`src/rtl/bz_router_pkg.sv`:
```
// Shared router definitions: flit geometry, the arbiter state type and
// small elaboration-time helpers used by the flit arbiter and its picker.
package bz_router_pkg;

    // Default flit width; the most significant flit bit marks a packet tail.
    localparam int BZ_FLIT_W   = 11;
    localparam int BZ_TAIL_BIT = BZ_FLIT_W - 1;

    // Wormhole arbiter states.
    typedef enum logic {
        ARB_IDLE   = 1'b0,
        ARB_LOCKED = 1'b1
    } arb_state_t;

    // Tail bit position for an arbitrary flit width.
    function automatic int bz_tail_bit(input int flit_w);
        return flit_w - 1;
    endfunction

    // Index width for a requester count; never narrower than one bit.
    function automatic int bz_idx_w(input int n);
        return (n > 1) ? $clog2(n) : 1;
    endfunction

endpackage

```
`src/rtl/bz_rr_picker.sv`:
```
// Round-robin picker: first eligible requester at or after rr_ptr,
// wrapping modulo NREQ. Purely combinational.
module bz_rr_picker
    import bz_router_pkg::*;
#(
    parameter int NREQ  = 4,
    parameter int IDX_W = bz_idx_w(NREQ)
) (
    input  logic [NREQ-1:0]  eligible,
    input  logic [IDX_W-1:0] rr_ptr,
    output logic             found,
    output logic [IDX_W-1:0] winner
);

    logic [IDX_W-1:0] cand;

    // Scan from rr_ptr upward and keep the first eligible candidate.
    always_comb begin
        found  = 1'b0;
        winner = '0;
        cand   = '0;
        for (int k = 0; k < NREQ; k++) begin
            cand = IDX_W'((int'(rr_ptr) + k) % NREQ);
            if (!found && eligible[cand]) begin
                found  = 1'b1;
                winner = cand;
            end
        end
    end

endmodule

```
`src/rtl/bz_flit_arbiter.sv`:
```
// Wormhole flit arbiter: NREQ serializers share one router FIFO. A
// requester holds the FIFO from grant until its tail flit is written, so
// packets never interleave. Round-robin fairness among eligible requesters.
//
// state  | meaning
// -------+--------------------------------------------------------------
// IDLE   | no holder; selecting a winner, no flit accepted this cycle
// LOCKED | grant_idx owns the FIFO until a tail flit is actually written
module bz_flit_arbiter
    import bz_router_pkg::*;
#(
    parameter  int NREQ   = 4,
    parameter  int FLIT_W = BZ_FLIT_W,
    localparam int IDX_W  = bz_idx_w(NREQ),
    localparam int TAIL   = bz_tail_bit(FLIT_W)
) (
    input  logic                          clk,
    input  logic                          reset,
    input  logic [NREQ-1:0]               req,
    input  logic [NREQ-1:0]               req_wrreq,
    input  logic [NREQ-1:0][FLIT_W-1:0]   req_data,
    output logic [NREQ-1:0]               req_full,
    input  logic [NREQ-1:0]               enable_mask,
    input  logic                          is_full,
    output logic                          wrreq,
    output logic [FLIT_W-1:0]             data_out,
    output logic                          grant_valid,
    output logic [IDX_W-1:0]              grant_idx,
    output logic [15:0]                   pkt_count
);

    arb_state_t       state_q, state_d;
    logic [IDX_W-1:0] grant_q, grant_d;
    logic [IDX_W-1:0] rr_ptr_q, rr_ptr_d;
    logic [IDX_W-1:0] ptr_after_grant;
    logic [IDX_W-1:0] pick_ptr;
    logic [IDX_W-1:0] winner;
    logic [NREQ-1:0]  eligible;
    logic             found;
    logic             locked;
    logic             release_pkt;
    logic [15:0]      pkt_count_q;

    assign eligible = req & enable_mask;
    assign locked   = (state_q == ARB_LOCKED);

    // Pointer just past the holder; the released requester becomes lowest priority.
    always_comb begin
        if (grant_q == IDX_W'(NREQ - 1)) begin
            ptr_after_grant = '0;
        end else begin
            ptr_after_grant = grant_q + IDX_W'(1);
        end
    end

    // While locked the picker only matters on release, where it must already
    // see the advanced pointer so re-arbitration happens in the same cycle.
    assign pick_ptr = locked ? ptr_after_grant : rr_ptr_q;

    bz_rr_picker #(
        .NREQ  (NREQ),
        .IDX_W (IDX_W)
    ) u_picker (
        .eligible (eligible),
        .rr_ptr   (pick_ptr),
        .found    (found),
        .winner   (winner)
    );

    // Zero-latency steering of the holder's flit path; everyone else stalls.
    always_comb begin
        wrreq    = 1'b0;
        data_out = '0;
        req_full = '1;
        if (locked) begin
            data_out          = req_data[grant_q];
            wrreq             = req_wrreq[grant_q] & ~is_full;
            req_full[grant_q] = is_full;
        end
    end

    // A lock ends only when a tail flit actually enters the FIFO.
    assign release_pkt = wrreq & data_out[TAIL];

    // Next-state: grant from IDLE, or release and optionally regrant while LOCKED.
    always_comb begin
        state_d  = state_q;
        grant_d  = grant_q;
        rr_ptr_d = rr_ptr_q;
        case (state_q)
            ARB_IDLE: begin
                if (found) begin
                    state_d = ARB_LOCKED;
                    grant_d = winner;
                end
            end
            ARB_LOCKED: begin
                if (release_pkt) begin
                    rr_ptr_d = ptr_after_grant;
                    if (found) begin
                        grant_d = winner;
                    end else begin
                        state_d = ARB_IDLE;
                        grant_d = '0;
                    end
                end
            end
            default: begin
                state_d = ARB_IDLE;
                grant_d = '0;
            end
        endcase
    end

    // State, holder and round-robin pointer registers.
    always_ff @(posedge clk or negedge reset) begin
        if (!reset) begin
            state_q  <= ARB_IDLE;
            grant_q  <= '0;
            rr_ptr_q <= '0;
        end else begin
            state_q  <= state_d;
            grant_q  <= grant_d;
            rr_ptr_q <= rr_ptr_d;
        end
    end

    // Completed-packet counter, wrapping naturally at 16 bits.
    always_ff @(posedge clk or negedge reset) begin
        if (!reset) begin
            pkt_count_q <= '0;
        end else if (release_pkt) begin
            pkt_count_q <= pkt_count_q + 16'd1;
        end
    end

    assign grant_valid = locked;
    assign grant_idx   = grant_q;
    assign pkt_count   = pkt_count_q;

endmodule

```
`config.mk`:
```
export PLATFORM = sky130hd
export DESIGN_NAME = bz_flit_arbiter
export DESIGN_NICKNAME = d
export VERILOG_FILES = /design/src/rtl/bz_router_pkg.sv /design/src/rtl/bz_rr_picker.sv /design/src/rtl/bz_flit_arbiter.sv
export SDC_FILE = /design/constraint.sdc
export NUM_CORES = 1
export LEC_CHECK = 0
export CAP_MARGIN = 20
export CORE_ASPECT_RATIO = 1.4
export CORE_UTILIZATION = 34
export CTS_BUF_LIST = sky130_fd_sc_hd__clkbuf_4 sky130_fd_sc_hd__clkbuf_8
export DETAILED_ROUTE_END_ITERATION = 7
export HOLD_SLACK_MARGIN = 0.08
export PLACE_DENSITY_LB_ADDON = 0.2
export SLEW_MARGIN = 40
export SYNTH_ARGS = -nofsm -noshare
export SYNTH_HDL_FRONTEND = slang
export SYNTH_SLANG_ARGS = --single-unit
export TNS_END_PERCENT = 5
```
`constraint.sdc`:
```
create_clock -name clk -period 2 [get_ports clk]
set_input_delay 0.3 -clock clk [delete_from_list [all_inputs] [get_ports clk]]
set_output_delay 0.3 -clock clk [all_outputs]
set_load 0.03 [all_outputs]
```
# Word level (Yosys, flattened, before mapping)
# Index checks and enable logic that the tools add are counted.
[totals] word_cells=68 reg_bits=21 in_bits=59
[classes] magnitude_cmp=6 muxes=34 addsub=5 n_reduce_logical=9 n_eq_ne=3 n_bitwise=7
[ops] cell="binary-select mux 11 bit (select 2 bit)" n=1
[ops] cell="2-to-1 mux 11 bit" n=2
[ops] cell="2-to-1 mux 2 bit" n=9
[ops] cell="adder 16 x 1 -> 16 bit, second input constant" n=1
[ops] cell="< comparator 2 x 3 -> 1 bit, second input constant" n=5
[ops] cell="2-to-1 mux 1 bit" n=13
[ops] cell="binary-select mux 1 bit (select 2 bit)" n=5
[ops] cell="adder 2 x 1 -> 2 bit, second input constant" n=2
[ops] cell="adder 2 bit, second input constant" n=2
[ops] cell="bitwise AND 4 bit" n=1
[ops] cell="logical AND 1 bit" n=4
[ops] cell="2-to-1 mux 4 bit" n=1
[ops] cell="NOT 4 bit" n=1
[ops] cell="bitwise OR 4 bit" n=1
[ops] cell="case mux 2 bit (2 select lines)" n=1
[ops] cell="AND reduction 2 bit" n=2
[ops] cell="logical NOT 1 bit" n=3
[ops] cell="bitwise AND 1 bit" n=2
[ops] cell="demux 1 bit (select 2 bit)" n=1
[ops] cell="equality test 2 bit, second input constant" n=1
[ops] cell=">= comparator 2 x 1 -> 1 bit, second input constant" n=1
[ops] cell="inequality test 2 x 1 -> 1 bit, second input constant" n=1
[ops] cell="inequality test 2 bit, second input constant" n=1
[ops] cell="NOT 1 bit" n=2
[ops] cell="case mux 1 bit (2 select lines)" n=1

# Logic depth before layout (Yosys ltp)
# Gate-level depths: netlist of run 1.
[depth] depth_word=18 depth_mapped=9 depth_no_buf=7

# Cells and area by module
# A second synthesis of run 1 with hierarchy kept.
[unflattened] cells_unflattened=151 area_unflattened_um2=1586.5
[modules_own_cells] module="bz_flit_arbiter" seq_area_each_um2=525.5 cells_per_inst=136 area_per_inst_um2=1508.9 n_inst=1
[modules_own_cells] module="bz_rr_picker" seq_area_each_um2=0.0 cells_per_inst=15 area_per_inst_um2=77.6 n_inst=1

# Worst setup path after synthesis of run 1
# OpenSTA, ideal clock, no wires.
[synth_path] kind="register -> register" from="reg grant_q[0] (netlist: grant_idx[0])" to="reg grant_q[0] (netlist: grant_idx[0])" path_buffers=2 setup_time_ps=64 stages_incl_launch_ff=9 t_required_ps=1936 synth_period_minus_slack_ps=2432 path_slack_ps=-432 arrival_time_ps=2367 path_cell_list="dfrtp_1 buf_2 buf_2 inv_1 ha_1 mux2i_1 o21ai_0 a2111oi_2 a21o_1"
[synth_between] elab_chain_cells=18
[synth_rtl] item="start: declaration" line="bz_flit_arbiter.sv:33" text="logic [IDX_W-1:0] grant_q, grant_d;"
[synth_rtl] item="start signal: assignment" line="bz_flit_arbiter.sv:123" text="grant_q <= grant_d;"
[synth_rtl] item="adder 2 x 1 -> 2 bit or equality test 2 bit (tied branches)" line="bz_flit_arbiter.sv:52, bz_flit_arbiter.sv:49"
[synth_rtl] item="2-to-1 mux 2 bit *" line="bz_flit_arbiter.sv:49" text="if (grant_q == IDX_W'(NREQ - 1)) begin"
[synth_rtl] item="named net ptr_after_grant[1]" line="bz_flit_arbiter.sv:35" text="logic [IDX_W-1:0] ptr_after_grant;"
[synth_rtl] item="2-to-1 mux 2 bit *" line="bz_flit_arbiter.sv:58" text="assign pick_ptr = locked ? ptr_after_grant : rr_ptr_q;"
[synth_rtl] item="branches (longest 15 deep; another with adder 2 x 1 -> 2 bit)"
# Mark *: on every way through the listed nets, which the timed path passes. The select of a mux whose other input is x is not followed.
# A chain may end at the register's enable or synchronous reset.

# Final worst setup path of run 1
[layout_path] from="reg grant_q[0] (netlist: grant_idx[0])" to="out data_out[0]"
[layout_between] elab_chain_cells=3
[layout_rtl] item="binary-select mux 11 bit (select 2 bit)" line="bz_flit_arbiter.sv:76" text="data_out = req_data[grant_q];"
[layout_rtl] item="2-to-1 mux 11 bit (implied by the code)" line="bz_flit_arbiter.sv:76"
[layout_rtl] item="2-to-1 mux 11 bit" line="bz_flit_arbiter.sv:75" text="if (locked) begin"
[layout_rtl] item="end: declaration" line="bz_flit_arbiter.sv:26" text="output logic [FLIT_W-1:0] data_out,"
# No other way between the ends. The select of a mux whose other input is x is not followed.

==> results of run 1 <==
## per-stage QoR
step           setup WS (ps)  std cells  power [mW]
6_report               -48.7        313        2.95
3_5_place_dp            -245        304        2.58
5_1_grt                -93.6        313        3.12
3_3_place_gp            -241        304        2.55
2_1_floorplan          -2.18        142        1.81
4_1_cts                -95.5        313        2.97
## report_power, final
part	total [mW]	leakage [nW]	switching [mW]	internal, mW
clock network	0.281	0.0255	0.142	0.139
registers	0.660	0.266	0.144	0.516
logic	2.00	0.827	1.01	0.999
total	2.95	1.12	1.29	1.65
## cell usage in the layout, fill, tap and decap left out, types with 2 or more instances in the layout
master,count
clkdlybuf4s50_1,76
buf_4,20
dfrtp_1,18
nand2_1,15
nor2_1,14
mux4_2,11
and2_1,11
xnor2_1,9
buf_2,7
nand4_1,6
xor2_1,6
inv_1,4
nand3_1,4
clkdlybuf4s15_2,4
mux2_1,3
ha_1,3
clkbuf_8,3
mux2i_1,2
nand2_2,2
a21o_1,2
nand3_2,2
ha_4,2
dfrtp_2,2
buf_6,2
## final cells by class
type | count | area, sq um | share of cell area (%)
inverter | 5 | 21.3 | 0.777
clock buffer | 3 | 41.3 | 1.51
multi-input combinational | 111 | 1010 | 36.8
tap | 60 | 75.1 | 2.74
timing repair buffer | 112 | 1060 | 38.6
sequential | 21 | 532 | 19.4
clock inverter | 1 | 5.00 | 0.183
## sequential cells by signal (all words and copies together), names as in the netlist
name         count
grant_idx        2
rr_ptr_q         2
pkt_count       16
grant_valid      1
## logic make-up (layout without fill, tap and decap cells)
family | after synthesis | after routing | share of synthesized area [%]
mux | 17 | 17 | 20.7
buf+inv | 10 | 121 | 2.91
xor+xnor | 15 | 15 | 8.74
simple gates | 61 | 61 | 20.6
fa+ha+maj | 5 | 5 | 4.16
flops | 21 | 21 | 35.0
compound gates | 13 | 13 | 7.91
## critical path, cell delays in order, from the launching register on
cell,delay [ps]
dfrtp_4,440
buf_8,130
mux4_2,480
and2_1,160
clkdlybuf4s15_2,270
## worst max-delay path by stage
stage                            start           end  slack (ps)
after floorplan           grant_idx[0]  grant_idx[0]          -2
after global placement    grant_idx[0]  data_out[10]        -240
after detailed placement  grant_idx[0]   data_out[2]        -250
after CTS                 grant_idx[0]  data_out[10]        -100
after global routing      grant_idx[0]   data_out[0]         -90
final                     grant_idx[0]   data_out[0]         -50
## repair_timing
item	in CTS	in global routing
endpoints found under the hold margin	0	0
setup buffers	5	0
pin swaps	3	1
hold buffers	0	0
endpoints found under the setup margin	18	16
gates resized for setup	49	19
## per-layer routing
layer	track usage [%]	part of all wire, %	up-vias
met5	0	0	-
met4	5.00	0.84	0
met3	2.42	6.3	5
met2	38.9	53	64
met1	21.9	39	734
li1	-	-	727
==> PnR_summary.wiki, run 1 <==
{| class="wikitable"
! Metric !! Value
|-
| Run status || finished with violations
|-
| Violations in the final reports || negative setup slack
|-
| Type of element launching the critical path || flop
|-
| Highest net fanout along the worst path || 6
|-
| Cell area after technology mapping || 1500 sq um
|-
| Clock transition at the registers of the reported paths || 70 ps
|-
| Final Hold Fails || 0
|-
| Final-report setup violation count || 6
|-
| Drt initial violations || 42
|-
| Main area contributors after synthesis || dfrtp_1 (35%), mux4_2 (16%), xnor2_1 (5.2%)
|-
| Final critical-path setup slack || -48.7 ps
|-
| Fraction of post-synthesis cell area in the top cell type by area || 35.0%
|-
| Per-cell via count in the routed design || roughly 4.9
|-
| All-Layer GR Usage || 19.8%
|-
| I/O pin cnt || 94
|-
| TritonCTS clock tree || yes
|-
| Max-capacitance violation count || 0
|-
| Area leader, netlist || dfrtp_1
|-
| Via count of the first global-routing pass || 1,572
|-
| Clock sink count || 21
|-
| Slew Limit Headroom || between 70% and 80%
|-
| Post-Syn Area per Cell || 10.6 sq um
|-
| Core Box Area || 4240 sq um
|-
| Seq/Total Area, Yosys || 35.0%
|-
| Design area || around 2700 sq um
|-
| Origin of the critical flop-to-flop path || grant_idx[0]
|-
| Number of design rule violations left after detail routing || 0
|-
| Post-Synthesis Cells || between 100 and 150
|-
| Die footprint || 4690 sq um
|-
| Wire length of the first global-routing pass || 7.18 mm
|-
| Crit path capture type || primary output
|-
| Worst hold slack across all endpoints || 253 ps
|-
| Antenna viol nets, final || 0
|-
| Initial cell density of the core || 35.4%
|-
| Residual overflow from global routing || 0
|-
| Worst R2R Path Depth || 10
|-
| Commonest cells in the synthesized netlist || dfrtp_1 (21), nand2_1 (16), nor2_1 (15), and2_1 (11), mux4_2 (11)
|-
| Path category of the worst min-delay check || in2async
|-
| Port Buffers || 93
|-
| Diode count || 0
|-
| Fillers || approximately 360
|-
| Count of cell types in the netlist || 35
|-
| Data arrival time of the critical path || 1750 ps
|-
| Wire per inst || 14.8 um
|-
| CTS buffer count || 3
|-
| Area added between synthesis and finish || 82.3%
|-
| Pre-Repair DR Iteration Count || 3
|-
| Count leader, synth || dfrtp_1
|-
| Power Density || 1080 nW/um^2
|-
| Count of state elements after synthesis || 21
|-
| EDFF count, synth || 0
|-
| Setup Skew || 2.34 ps
|-
| Max Transition Viols Final || 0
|-
| Number of H-tree levels || 1
|-
| Yosys warning count || 0
|-
| Unrepaired setup endpoints after global routing || yes
|-
| Reg-to-reg slack, setup || -30 ps
|-
| Capturing point of the worst reg2reg path || grant_idx[0]
|-
| Cell at the root of the clock tree || clkbuf_8
|-
| Share of async-settable or async-resettable flops after synthesis || 100%
|-
| Time the final worst path needs with I/O delays and setup || 2050 ps
|-
| Achievable clock frequency || between 400 and 500 MHz
|-
| Maximum number of pins on one net before global-route repair || 18
|-
| Via count || 1,530
|-
| Number of antenna violations at the first check in global routing || 0
|-
| Insertion delay of the later-clocked pin in the worst-skew pair || about 260 ps
|-
| Tightest Pin Transition || ~360 ps
|-
| Total negative setup slack || -218 ps
|-
| Clock Tree Buf Depth || 2
|-
| Layout net count || 318
|-
| Die Span Y || a little over 80 um
|-
| Mapped Nets || 206
|-
| Category of the most critical setup path || reg2out
|-
| Area after detailed placement || 2600 sq um
|-
| Data required, critical path || 1700 ps
|-
| Final worst-path cycle share || 102%
|-
| Floorplan row count || 28
|-
| Final Util || 64.6%
|-
| DPL Wire Length || 3.61 mm
|-
| Layout cell share with drive strength beyond 1 || roughly 28%
|-
| Horizontal die dimension || 58.2 um
|-
| WL final || between 4 and 5 mm
|-
| Static Leak || 1.12 nW
|-
| Weighted congestion reported at the end of routability-driven placement || 0.743
|-
| Primary flip-flop cell chosen by synthesis mapping || dfrtp_1
|-
| Worst IR Drop VDD || ~0.54 mV
|}
Power figures use the tool's default switching activity.
==> run 2, diff against run 1 <==
Settings changed: SKIP_LAST_GASP set to 1.
Clock period 2 ns to 1.7 ns, I/O delays scaled along.
==> run 2 against run 1 <==
Against the previous run:
- the flow still finishes with violations (negative setup slack)
- final area grew 4.7%
- critical path depth stayed put
- sequential cell count unchanged
- worst hold slack gained 77 ps
- register-to-register slack got worse by 170 ps
- power is 30% higher
- sequential share of layout area is 0.95 points lower
- highest routed layer unchanged
==> PnR_summary.wiki, run 2 (same netlist as run 1, synthesis figures left out) <==
{| class="wikitable"
! Metric !! Value
|-
| Run status || finished with violations
|-
| Violations in the final reports || negative setup slack
|-
| Die Span Y || 80.7 um (unchanged)
|-
| Antenna viol nets, final || 0 (unchanged)
|-
| Commonest cells after routing, fill and taps aside || clkdlybuf4s50_1 (76), buf_4 (25), dfrtp_1 (18), nand2_1 (16)
|-
| Clock transition at the registers of the reported paths || 80 ps (about the same)
|-
| Type of element launching the critical path || flop
|-
| Clock sink count || 21 (unchanged)
|-
| Maximum number of pins on one net before global-route repair || 22 (+4)
|-
| Tightest Pin Transition || 315 ps (-42.4 ps)
|-
| Per-cell via count in the routed design || 4.74 (-2.9%)
|-
| DPL Wire Length || 3.65 mm (+1.2%)
|-
| Wire per inst || 14.1 um (-4.6%)
|-
| Port Buffers || 93 (unchanged)
|-
| Number of antenna violations at the first check in global routing || 0 (unchanged)
|-
| Layout cell share with drive strength beyond 1 || 32.2% (+4.1 points)
|-
| Area used by sequential logic in the layout || 529 sq um (-0.47%)
|-
| TritonCTS clock tree || yes
|-
| Achievable clock frequency || slightly above 500 MHz
|-
| Highest net fanout along the worst path || 7 (+1)
|-
| Reg-to-reg slack, setup || -200 ps (-170 ps)
|-
| Clock Tree Buf Depth || 2 (unchanged)
|-
| Number of design rule violations left after detail routing || 0 (unchanged)
|-
| Crit path capture type || primary output
|-
| Residual overflow from global routing || 0 (unchanged)
|-
| Leading cell type in the layout, fill and taps excluded || clkdlybuf4s50_1
|-
| Total area of multi-input combinational cells || 1010 sq um (+0.74%)
|-
| Crit path capture || data_out[6]
|-
| Max Transition Viols Final || 0 (unchanged)
|-
| Floorplan row count || 28 (unchanged)
|-
| Final-report setup violation count || 33 (+27)
|-
| Core Box Area || 4240 sq um (unchanged)
|-
| Number of H-tree levels || 1 (unchanged)
|-
| Category of the most critical setup path || reg2out
|-
| Startpoint of the worst setup timing path || grant_idx[0]
|-
| Via count of the first global-routing pass || 1,501 (-4.5%)
|-
| Insertion delay of the later-clocked pin in the worst-skew pair || 260 ps (about the same)
|-
| Cell at the root of the clock tree || clkbuf_8
|-
| All-Layer GR Usage || 18.2% (-1.6 points)
|-
| Weighted congestion reported at the end of routability-driven placement || 0.700 (-5.8%)
|-
| Diode count || 0 (unchanged)
|-
| Layout net count || 326 (+2.5%)
|-
| Area after detailed placement || 2700 sq um (+3.8%)
|-
| Pre-Repair DR Iteration Count || 4 (+1)
|-
| Wire length of the first global-routing pass || 6.71 mm (-6.5%)
|-
| Drt initial violations || 29 (-31%)
|-
| Data arrival time of the critical path || 1720 ps (-30 ps)
|-
| Worst R2R Path Depth || 5 (-5)
|-
| Slew Limit Headroom || 78.9% (+2.8 points)
|-
| Fillers || 337 (-6.1%)
|-
| Max FFs per register || 16 (unchanged)
|-
| Time the final worst path needs with I/O delays and setup || 1970 ps
|-
| Number of cells after detailed placement || 312 (+2.6%)
|-
| Final critical-path setup slack || -272 ps (-223 ps)
|-
| Origin of the critical flop-to-flop path || grant_idx[0]
|-
| Power Density || 1330 nW/um^2 (+24%)
|-
| Initial cell density of the core || 35.4% (unchanged)
|-
| Final Util || 67.6% (+3.0 points)
|-
| Unrepaired setup endpoints after global routing || yes
|-
| Via count || 1,523 (-0.46%)
|-
| Worst IR Drop VDD || 0.519 mV (-3.9%)
|-
| Final Hold Fails || 0 (unchanged)
|-
| Non-filler instance count after layout || 321 (+2.6%)
|-
| Horizontal die dimension || 58.2 um (unchanged)
|-
| Static Leak || 1.20 nW (+7.4%)
|-
| Capturing point of the worst reg2reg path || grant_idx[1]
|-
| I/O pin cnt || 94 (unchanged)
|-
| Max-capacitance violation count || 0 (unchanged)
|-
| Data required, critical path || 1440 ps (-260 ps)
|-
| Design area || 2870 sq um (+4.7%)
|-
| CTS buffer count || 3 (unchanged)
|-
| Setup Skew || 6.83 ps (+4.49 ps)
|-
| Final worst-path cycle share || 116%
|-
| Area added between synthesis and finish || 90.8%
|-
| WL final || 4.52 mm (-2.2%)
|-
| Path category of the worst min-delay check || in2async
|-
| Die footprint || 4690 sq um (unchanged)
|}
run 2: cell type report:
class / count / share of cell area [%]
repair buffers: 120 / 41.2
multi-input cells: 111 / 35.4
flip-flops and latches: 21 / 18.5
well taps: 60 / 2.62
clock buffers: 3 / 1.44
inverters: 5 / 0.655
clock inverters: 1 / 0.175
run 2: report_power, final:
| part | switching, mW | internal (mW) | total (mW) |
|---|---|---|---|
| Clock | 0.159 | 0.163 | 0.322 |
| Sequential | 0.135 | 0.604 | 0.739 |
| Combinational | 1.25 | 1.51 | 2.76 |
| Total | 1.55 | 2.28 | 3.82 |
run 2: how the worst min path moves through the flow:
stage / startpoint / end / slack [ps] / cells past startpoint
6_report: reset / pkt_count[8] / 330 / 2
5_1_grt: reset / pkt_count[8] / 380 / 2
4_1_cts: reset / pkt_count[8] / 340 / 2
3_5_place_dp: pkt_count[15] / pkt_count[15] / 460 / 1
3_3_place_gp: pkt_count[15] / pkt_count[15] / 460 / 1
2_1_floorplan: reset / grant_idx[0] / -40 / 0
run 2: repair_timing:
item | in CTS | in global routing
setup buffers | 1 | 4
pin swaps | 4 | 7
hold buffers | 0 | 0
resized for setup | 74 | 15
setup endpoints to repair | 36 | 40
run 2: worst max-delay path, cell delays in order (launching register included):
cell	delay (ps)
dfrtp_2	510
buf_12	150
mux4_2	490
and2_4	170
buf_6	130
run 2: layer usage:
layer / up-vias / routed length (um) / GRT usage [%]
met5: - / 0 / 0
met4: 0 / 50 / 3.57
met3: 4 / 281 / 3.54
met2: 52 / 2530 / 36.6
met1: 725 / 1650 / 19.0
li1: 742 / - / -
run 2: metrics by stage:
step | setup WS [ps] | hold slack [ps] | total power, mW | setup TNS, ps
3_5_place_dp | -466 | 458 | 3.20 | -8770
5_1_grt | -323 | 376 | 4.04 | -7840
4_1_cts | -272 | 337 | 3.65 | -6220
6_report | -272 | 330 | 3.82 | -5460
2_1_floorplan | -272 | -40.6 | 2.18 | -4440
3_3_place_gp | -466 | 458 | 3.17 | -8450
